## src/rtl/mem_port_arbiter.sv

```systemverilog
// mem_port_arbiter: shares one 64-bit single-port memory between the fetch and
// load/store requesters. One transaction in flight (IDLE -> REQ -> RESP), data has
// fixed priority over fetch. Define MEM_ARB_STARVE_GUARD_EN to compile in a
// starvation guard that forces a fetch grant after STARVE_LIMIT lost IDLE cycles.
module mem_port_arbiter #(
    parameter int unsigned ADDR_W       = 64,
    parameter int unsigned STARVE_LIMIT = 8
) (
    input  logic              clock,
    input  logic              reset,
    input  logic              if_req_valid,
    output logic              if_req_ready,
    input  logic [ADDR_W-1:0] if_addr,
    output logic              if_resp_valid,
    output logic [31:0]       if_resp_inst,
    input  logic              d_req_valid,
    output logic              d_req_ready,
    input  logic              d_wen,
    input  logic [ADDR_W-1:0] d_addr,
    input  logic [63:0]       d_wdata,
    input  logic [7:0]        d_wmask,
    output logic              d_resp_valid,
    output logic [63:0]       d_resp_rdata,
    output logic              m_req_valid,
    input  logic              m_req_ready,
    output logic [ADDR_W-1:0] m_addr,
    output logic              m_wen,
    output logic [63:0]       m_wdata,
    output logic [7:0]        m_wmask,
    input  logic              m_resp_valid,
    input  logic [63:0]       m_resp_rdata,
    output logic              busy
);

    typedef enum logic [1:0] {StIdle, StReq, StResp} state_t;

    state_t            r_state;
    state_t            w_state_next;
    logic              r_owner;  // 0 = fetch, 1 = data
    logic [ADDR_W-1:0] r_addr;
    logic              r_wen;
    logic [63:0]       r_wdata;
    logic [7:0]        r_wmask;
    logic              r_if_resp_valid;
    logic [31:0]       r_if_resp_inst;
    logic              r_d_resp_valid;
    logic [63:0]       r_d_resp_rdata;
    logic              w_fetch_force;
    logic              w_if_hs;
    logic              w_d_hs;

`ifdef MEM_ARB_STARVE_GUARD_EN
    localparam int unsigned CntW = $clog2(STARVE_LIMIT + 2);

    logic [CntW-1:0] r_starve_cnt;

    assign w_fetch_force = (r_starve_cnt == CntW'(STARVE_LIMIT));

    // Count IDLE cycles in which a waiting fetch lost to data; saturate at the limit
    always_ff @(posedge clock) begin
        if (reset) begin
            r_starve_cnt <= '0;
        end else if (!if_req_valid || w_if_hs) begin
            r_starve_cnt <= '0;
        end else if (w_d_hs && (r_starve_cnt != CntW'(STARVE_LIMIT))) begin
            r_starve_cnt <= r_starve_cnt + CntW'(1);
        end
    end
`else
    assign w_fetch_force = 1'b0;
`endif

    // Grant only in IDLE: data first unless the starvation guard forces fetch
    always_comb begin
        d_req_ready  = 1'b0;
        if_req_ready = 1'b0;
        if (r_state == StIdle) begin
            if (w_fetch_force) begin
                if_req_ready = if_req_valid;
            end else begin
                d_req_ready  = d_req_valid;
                if_req_ready = if_req_valid & ~d_req_valid;
            end
        end
    end

    assign w_if_hs = if_req_valid & if_req_ready;
    assign w_d_hs  = d_req_valid & d_req_ready;

    // Next-state logic; memory handshakes outside their state are ignored
    always_comb begin
        w_state_next = r_state;
        unique case (r_state)
            StIdle:  if (w_if_hs || w_d_hs) w_state_next = StReq;
            StReq:   if (m_req_ready)       w_state_next = StResp;
            StResp:  if (m_resp_valid)      w_state_next = StIdle;
            default: w_state_next = StIdle;
        endcase
    end

    // State register
    always_ff @(posedge clock) begin
        if (reset) begin
            r_state <= StIdle;
        end else begin
            r_state <= w_state_next;
        end
    end

    // Latch the accepted request; fetch never writes
    always_ff @(posedge clock) begin
        if (reset) begin
            r_owner <= 1'b0;
            r_addr  <= '0;
            r_wen   <= 1'b0;
            r_wdata <= '0;
            r_wmask <= '0;
        end else if (w_d_hs) begin
            r_owner <= 1'b1;
            r_addr  <= d_addr;
            r_wen   <= d_wen;
            r_wdata <= d_wdata;
            r_wmask <= d_wmask;
        end else if (w_if_hs) begin
            r_owner <= 1'b0;
            r_addr  <= if_addr;
            r_wen   <= 1'b0;
            r_wdata <= '0;
            r_wmask <= '0;
        end
    end

    // Registered response: one-cycle pulse to the owner, non-owner data holds
    always_ff @(posedge clock) begin
        if (reset) begin
            r_if_resp_valid <= 1'b0;
            r_if_resp_inst  <= '0;
            r_d_resp_valid  <= 1'b0;
            r_d_resp_rdata  <= '0;
        end else begin
            r_if_resp_valid <= 1'b0;
            r_d_resp_valid  <= 1'b0;
            if ((r_state == StResp) && m_resp_valid) begin
                if (r_owner) begin
                    r_d_resp_valid <= 1'b1;
                    r_d_resp_rdata <= r_wen ? 64'd0 : m_resp_rdata;
                end else begin
                    r_if_resp_valid <= 1'b1;
                    r_if_resp_inst  <= r_addr[2] ? m_resp_rdata[63:32] : m_resp_rdata[31:0];
                end
            end
        end
    end

    assign m_req_valid   = (r_state == StReq);
    assign m_addr        = {r_addr[ADDR_W-1:3], 3'b000};
    assign m_wen         = r_wen;
    assign m_wdata       = r_wdata;
    assign m_wmask       = r_wmask;
    assign busy          = (r_state != StIdle);
    assign if_resp_valid = r_if_resp_valid;
    assign if_resp_inst  = r_if_resp_inst;
    assign d_resp_valid  = r_d_resp_valid;
    assign d_resp_rdata  = r_d_resp_rdata;

endmodule

```

## config.mk

```make
export PLATFORM = sky130hd
export DESIGN_NAME = mem_port_arbiter
export DESIGN_NICKNAME = d
export VERILOG_FILES = /design/src/rtl/mem_port_arbiter.sv
export SDC_FILE = /design/constraint.sdc
export NUM_CORES = 1
export LEC_CHECK = 0
export ABC_CLOCK_PERIOD_IN_PS = 1500
export BUFFER_PORTS_ARGS = -buffer_cell sky130_fd_sc_hd__buf_2
export CORE_AREA = 2 2 198 200
export CTS_CLUSTER_SIZE = 14
export DETAILED_ROUTE_END_ITERATION = 10
export DIE_AREA = 0 0 200 202
export SETUP_SLACK_MARGIN = 0.5
export SLEW_MARGIN = 20
export SYNTH_ARGS = -nofsm -noshare
export SYNTH_HDL_FRONTEND = slang
export SYNTH_SLANG_ARGS = --single-unit
```

## constraint.sdc

```tcl
create_clock -name clock -period 1.5 [get_ports clock]
set_clock_uncertainty 0.1 [all_clocks]
set_input_delay 0.075 -clock clock [delete_from_list [all_inputs] [get_ports clock]]
set_output_delay 0.075 -clock clock [all_outputs]
set_load 0.05 [all_outputs]
```

==> impl_metrics.env, run 1 <==
export IMPL_period_needed_ns=1.748
export IMPL_min_to="r_owner"
export IMPL_violations="hold timing, setup timing"
export IMPL_holdBufCountCts=264
export IMPL_place_ws_ns=-0.06311
export IMPL_core_mm2=0.03829
export IMPL_cts_tree="yes"
export IMPL_grt_pass1_wl_um=62780
export IMPL_post_route_util_pct=46.48
export IMPL_synth_cell_types=33
export IMPL_ios=510
export IMPL_grt_use_met2_pct=36.55
export IMPL_gp_congestion=0.8343
export IMPL_hp_start="d_req_valid"
export IMPL_synth_warnings=0
export IMPL_cts_buffer_depth=3
export IMPL_dpl_hpwl_um=23280
export IMPL_drt_iter0_markers=502
export IMPL_layout_drive_gt1_share_pct=41.95
export IMPL_rr_worst_depth=7
export IMPL_area_delta_synth_final_pct=83.54
export IMPL_outcome="finished with violations"
export IMPL_firstDrtPassIters=7
export IMPL_die_x_um=200
export IMPL_busiest_layer="met2"
export IMPL_ys_seq_elements=236
export IMPL_arrival_ns=2.07
export IMPL_root_buffer="clkbuf_16"
export IMPL_r2r_end="d_resp_rdata[39]"
export IMPL_start_kind="register"
export IMPL_post_drt_wl_per_cell_um=19.14
export IMPL_rrSetupSlack_ns=-0.25
export IMPL_track_usage_pct=19.79
export IMPL_period_share_pct=116.6
export IMPL_first_global_vias=11361
export IMPL_nets=2038
export IMPL_required_ns=1.82
export IMPL_port_buffers=502
export IMPL_htree_levels=1
export IMPL_ys_seq_area_share_pct=48.72
export IMPL_finalPower_mw=18.71
export IMPL_end_kind="register"
export IMPL_netlist_area_mm2=0.009697
export IMPL_place_inst=1940
export IMPL_numCtsBuffers=27
export IMPL_crit_fanout=6
export IMPL_vdd_drop_max_mv=0.6887
export IMPL_max_cap_violations=0
export IMPL_diodes=0
export IMPL_grt_ovfl_total=0
export IMPL_relSlewSlack_pct=54.29
export IMPL_final_common_cell="buf_2"
export IMPL_layout_common_cells="buf_2 (496), dlygate4sd3_1 (264), dfxtp_1 (231)"
export IMPL_finalHoldViolCount=1
export IMPL_syn_inst=1051
export IMPL_fmax_mhz=572.0
export IMPL_die_area_mm2=0.04040
export IMPL_power_leakage_nw=8.109
export IMPL_setup_ws_ns=-0.2484
export IMPL_synth_avg_cell_area_um2=9.226
export IMPL_path_clk_slew_ns=0.06
export IMPL_final_cells=2306
export IMPL_gr_usage_met3_pct=3.921
export IMPL_antenna_found_initial=1
export IMPL_power_density_mw_per_mm2=1051
export IMPL_crit_type="register to register"
export IMPL_routed_wl_um=44150
export IMPL_rows=72
export IMPL_cts_sinks=236
export IMPL_rsz0062_at_grt="true"
export IMPL_clk_insertion_delay_late_ns=0.54
export IMPL_hold_path_class="primary input to register"
export IMPL_setup_viol=217
export IMPL_min_path_cells=3
export IMPL_r2r_start="r_state[1]"
export IMPL_tightest_slew_ns=0.6856
export IMPL_gr_usage_met1_pct=21.70
export IMPL_vias=11107
export IMPL_fp_dieH_um=202
export IMPL_slew_viol_final=0
export IMPL_drc=0
export IMPL_grt_max_degree=110
export IMPL_avgViaCountPerCell=4.817
export IMPL_antenna_left=0
export IMPL_hold_worst_slack_ns=-0.09276
export IMPL_start_util_pct=25.33
## power by group
group          internal [mW]  total (mW)  switching [mW]  leakage, nW
Clock                   4.36        7.07            2.70        0.480
Combinational           1.86        4.82            2.95         5.70
Sequential              6.63        6.82           0.190         1.93
Total                   12.9        18.7            5.85         8.11
## registers in the layout, summed over array words and instances (netlist names)
register / count
r_addr: 62
if_resp_inst: 32
if_resp_valid: 1
d_resp_rdata: 64
m_wen: 1
r_owner: 1
m_wmask: 8
m_wdata: 64
d_resp_valid: 1
r_state: 2
## final cells by class
class | count | area (µm²)
Multi-Input combinational cell | 590 | 4439
Timing Repair Buffer | 846 | 6754
Clock inverter | 8 | 122.6
Clock buffer | 42 | 842.1
Inverter | 66 | 255.2
Sequential cell | 236 | 4736
Tap cell | 518 | 648.1
Fill cell | 3363 | 20490
## synthesized netlist by cell type
| cell type | instances | area share, % |
|---|---|---|
| nand2b_1 | 2 | 0.13 |
| nor2_1 | 94 | 3.6 |
| clkbuf_1 | 49 | 1.9 |
| a211oi_1 | 32 | 2.5 |
| dfxtp_1 | 236 | 49 |
| and2b_2 | 1 | 0.090 |
| o21ai_1 | 1 | 0.052 |
| a22o_1 | 9 | 0.81 |
| buf_6 | 6 | 0.70 |
| buf_1 | 4 | 0.15 |
| a22oi_1 | 1 | 0.077 |
| clkinv_1 | 1 | 0.039 |
| a221oi_1 | 61 | 5.5 |
| o21ai_0 | 75 | 3.9 |
| a22o_2 | 55 | 5.7 |
| o2bb2ai_1 | 59 | 5.3 |
| buf_2 | 39 | 2.0 |
| and2_1 | 1 | 0.065 |
| buf_4 | 64 | 5.0 |
| nor4_4 | 1 | 0.22 |
| nand2_1 | 77 | 3.0 |
| o21a_1 | 1 | 0.077 |
| conb_1 | 1 | 0.039 |
| a32o_1 | 1 | 0.10 |
| nor2_4 | 1 | 0.12 |
| mux2i_1 | 32 | 3.3 |
| inv_1 | 65 | 2.5 |
| and4bb_2 | 1 | 0.13 |
| nand2b_4 | 1 | 0.14 |
| o22ai_1 | 2 | 0.13 |
| a21oi_1 | 75 | 3.9 |
| nor2_2 | 1 | 0.065 |
| nor3_1 | 2 | 0.10 |
## per-layer routing
| metal | part of all wire (%) | routed length [µm] |
|---|---|---|
| met1 | 37 | 16320 |
| met4 | 4.2 | 1842 |
| met2 | 51 | 22710 |
| met3 | 7.4 | 3263 |
| met5 | 0.039 | 17 |
## metrics by stage
stage | instance area (µm²) | setup TNS, ns
floorplan | 9922 | 0
global route | 17800 | -48.27
global placement | 12520 | -1.192
detailed placement | 12520 | -2.752
CTS | 17210 | -30.43
finish | 17800 | -27.99
## worst max path at each step
| stage | from | to | slack [ns] | depth (start not counted) |
|---|---|---|---|---|
| 4_1_cts | r_state[1] | d_req_ready | -0.30 | 5 |
| 5_1_grt | r_state[1] | d_req_ready | -0.32 | 5 |
| 3_5_place_dp | r_state[0] | m_wdata[42] | -0.06 | 7 |
| 6_report | r_state[1] | d_resp_rdata[39] | -0.25 | 7 |
| 2_1_floorplan | r_state[0] | if_req_ready | 0.0006 | 5 |
| 3_3_place_gp | r_state[0] | m_wdata[51] | -0.03 | 7 |
## cell families (layout without fill, tap and decap cells)
family                 count (synthesis)  in the layout  share of synthesized area (%)
AOI/OAI and AO/OA                    372            373                          27.99
buffers and inverters                228            962                          12.27
DFF                                  236            236                          48.72
muxes                                 32             32                          3.303
other                                  1              3                        0.03867
and+or+nand+nor                      182            182                          7.677
## repair_timing
| item | CTS | global route |
|---|---|---|
| hold endpoints to repair | 236 | 1 |
| setup endpoints to repair | 472 | 472 |
| pin swaps | 11 | 5 |
| setup buffers | 24 | 1 |
| cloned | 21 | 6 |
| resized for setup | 65 | 77 |
## critical path: stages, from the launching register on
cell,delay [ns]
dfxtp_4,0.35
buf_4,0.10
buf_6,0.11
nand2_8,0.06
o21a_4,0.28
buf_12,0.16
bufbuf_16,0.26
a22o_1,0.20
No activity file was read; power rests on OpenSTA's default activity.
==> run 2: changes to the inputs <==
- PLACE_DENSITY: default -> 0.55
==> run 2 against run 1 <==
Effect of this change: the flow still finishes with violations (hold timing, setup timing); die area did not move; count of clock-buffer cells in the layout decreased by 5; first-iteration DRC count is 17% lower; critical path type unchanged; critical endpoint is now m_wdata[61]; largest cell class unchanged.
==> impl_metrics.env, run 2 (synthesis results as in run 1) <==
export IMPL_crit_chain="nor2_4, inv_4, buf_12, buf_12, buf_12, buf_16, buf_8, o21ai_2, a21oi_2"
export IMPL_place_ws_ns=0.01235
export IMPL_area_delta_synth_final_pct=96.03
export IMPL_critical_path_top_delay_family="buffers and inverters"
export IMPL_avgViaCountPerCell=4.828
export IMPL_path_clk_slew_ns=0.06
export IMPL_htree_levels=1
export IMPL_crit_fanout=5
export IMPL_firstDrtPassIters=5
export IMPL_slowest_delay_ns=0.35
export IMPL_layout_common_cells="buf_2 (482), dlygate4sd3_1 (264), dfxtp_1 (219)"
export IMPL_fmax_mhz=581.6
export IMPL_root_buffer="clkbuf_16"
export IMPL_outcome="finished with violations"
export IMPL_r2r_end="m_wdata[61]"
export IMPL_post_route_util_pct=49.65
export IMPL_period_needed_ns=1.719
export IMPL_holdBufCountCts=264
export IMPL_core_mm2=0.03829
export IMPL_nFillCells=3271
export IMPL_fp_dieH_um=202
export IMPL_setup_ws_ns=-0.2194
export IMPL_nets=2073
export IMPL_path_common_cell="buf_12"
export IMPL_hp_start="d_req_valid"
export IMPL_violations="hold timing, setup timing"
export IMPL_rr_worst_depth=9
export IMPL_required_ns=1.79
export IMPL_start_kind="register"
export IMPL_end_kind="register"
export IMPL_cp_depth=9
export IMPL_max_cap_violations=0
export IMPL_relSlewSlack_pct=47.50
export IMPL_cts_sinks=236
export IMPL_ios=510
export IMPL_layout_drive_gt1_share_pct=50.11
export IMPL_path_buf_inv=6
export IMPL_arrival_ns=2.01
export IMPL_gp_congestion=0.8368
export IMPL_routed_wl_um=47320
export IMPL_port_buffers=502
export IMPL_track_usage_pct=20.44
export IMPL_slew_viol_final=0
export IMPL_start_util_pct=25.33
export IMPL_antenna_found_initial=1
export IMPL_first_global_vias=11561
export IMPL_tns_ns=-21.53
export IMPL_drt_iter0_markers=417
export IMPL_finalHoldViolCount=1
export IMPL_dpl_hpwl_um=24450
export IMPL_rows=72
export IMPL_rsz0062_at_grt="true"
export IMPL_antenna_left=0
export IMPL_final_common_cell="buf_2"
export IMPL_cts_tree="yes"
export IMPL_setup_viol=209
export IMPL_grt_pass1_wl_um=63970
export IMPL_power_density_mw_per_mm2=1028
export IMPL_die_area_mm2=0.04040
export IMPL_hold_worst_slack_ns=-0.06408
export IMPL_diodes=0
export IMPL_die_x_um=200
export IMPL_post_drt_wl_per_cell_um=20.21
export IMPL_endpoint="m_wdata[61]"
export IMPL_crit_slowest_cell="dfxtp_4"
export IMPL_r2r_start="r_state[0]"
export IMPL_vdd_drop_max_mv=0.7557
export IMPL_grt_ovfl_total=0
export IMPL_period_share_pct=114.6
export IMPL_rrSetupSlack_ns=-0.22
export IMPL_crit_start="r_state[0]"
export IMPL_grt_max_degree=96
export IMPL_crit_type="register to register"
export IMPL_cts_buffer_depth=3
export IMPL_hold_path_class="primary input to register"
export IMPL_tightest_slew_ns=0.7875
export IMPL_numCtsBuffers=28
export IMPL_finalPower_mw=19.53
export IMPL_vias=11308
export IMPL_power_leakage_nw=8.482
export IMPL_drc=0
export IMPL_clk_insertion_delay_late_ns=0.56
-- run 2: tightest hold or removal path: stages --
cell     delay (ns)
buf_2          0.12
buf_12         0.15
nand2_1        0.10
a21oi_1        0.07
-- run 2: worst min-delay path by stage --
stage / endpoint / slack [ns] / cells past startpoint
after global placement: d_resp_rdata[2] / 0.20 / 2
final: r_owner / -0.06 / 4
after global routing: r_owner / -0.05 / 4
after detailed placement: d_resp_rdata[12] / 0.21 / 2
after CTS: r_owner / -0.10 / 4
after floorplan: d_resp_rdata[0] / 0.1 / 1
-- run 2: routing by layer --
layer | track usage, % | share of wire, % | vias to the layer above
met2 | 36.83 | 50 | 554
met4 | 10.77 | 4.7 | 2
li1 | - | - | 5231
met3 | 3.988 | 6.6 | 152
met1 | 22.46 | 39 | 5369
met5 | 0 | 0.027 | -
-- run 2: area by class of cell --
class / count / area [µm²] / area share [%]
Tap cell: 518 / 648.1 / 3.410
Clock inverter: 15 / 195.2 / 1.027
Inverter: 66 / 250.2 / 1.316
Multi-Input combinational cell: 590 / 5154 / 27.11
Clock buffer: 37 / 774.5 / 4.075
Sequential cell: 236 / 4773 / 25.11
Timing Repair Buffer: 880 / 7213 / 37.95
-- run 2: timing repair --
| item | in CTS | in global routing |
|---|---|---|
| gates cloned | 16 | 15 |
| pin swaps | 76 | 103 |
| setup endpoints to repair | 471 | 472 |
| hold endpoints to repair | 236 | 1 |
| buffers inserted | 22 | 22 |
| resized for setup | 216 | 232 |
-- run 2: through the flow --
stage | cell area (µm²) | hold WS, ns | cells
finish | 19010 | -0.06408 | 2342
global placement | 12590 | 0.2025 | 1951
detailed placement | 12590 | 0.2054 | 1951
floorplan | 9922 | 0.09633 | 1053
global route | 19010 | -0.05359 | 2342
CTS | 17670 | -0.1023 | 2305
-- run 2: power by group --
part	switching [mW]	internal, mW	total (mW)
registers	0.226	6.62	6.85
clock network	2.85	4.33	7.18
logic	3.29	2.21	5.50
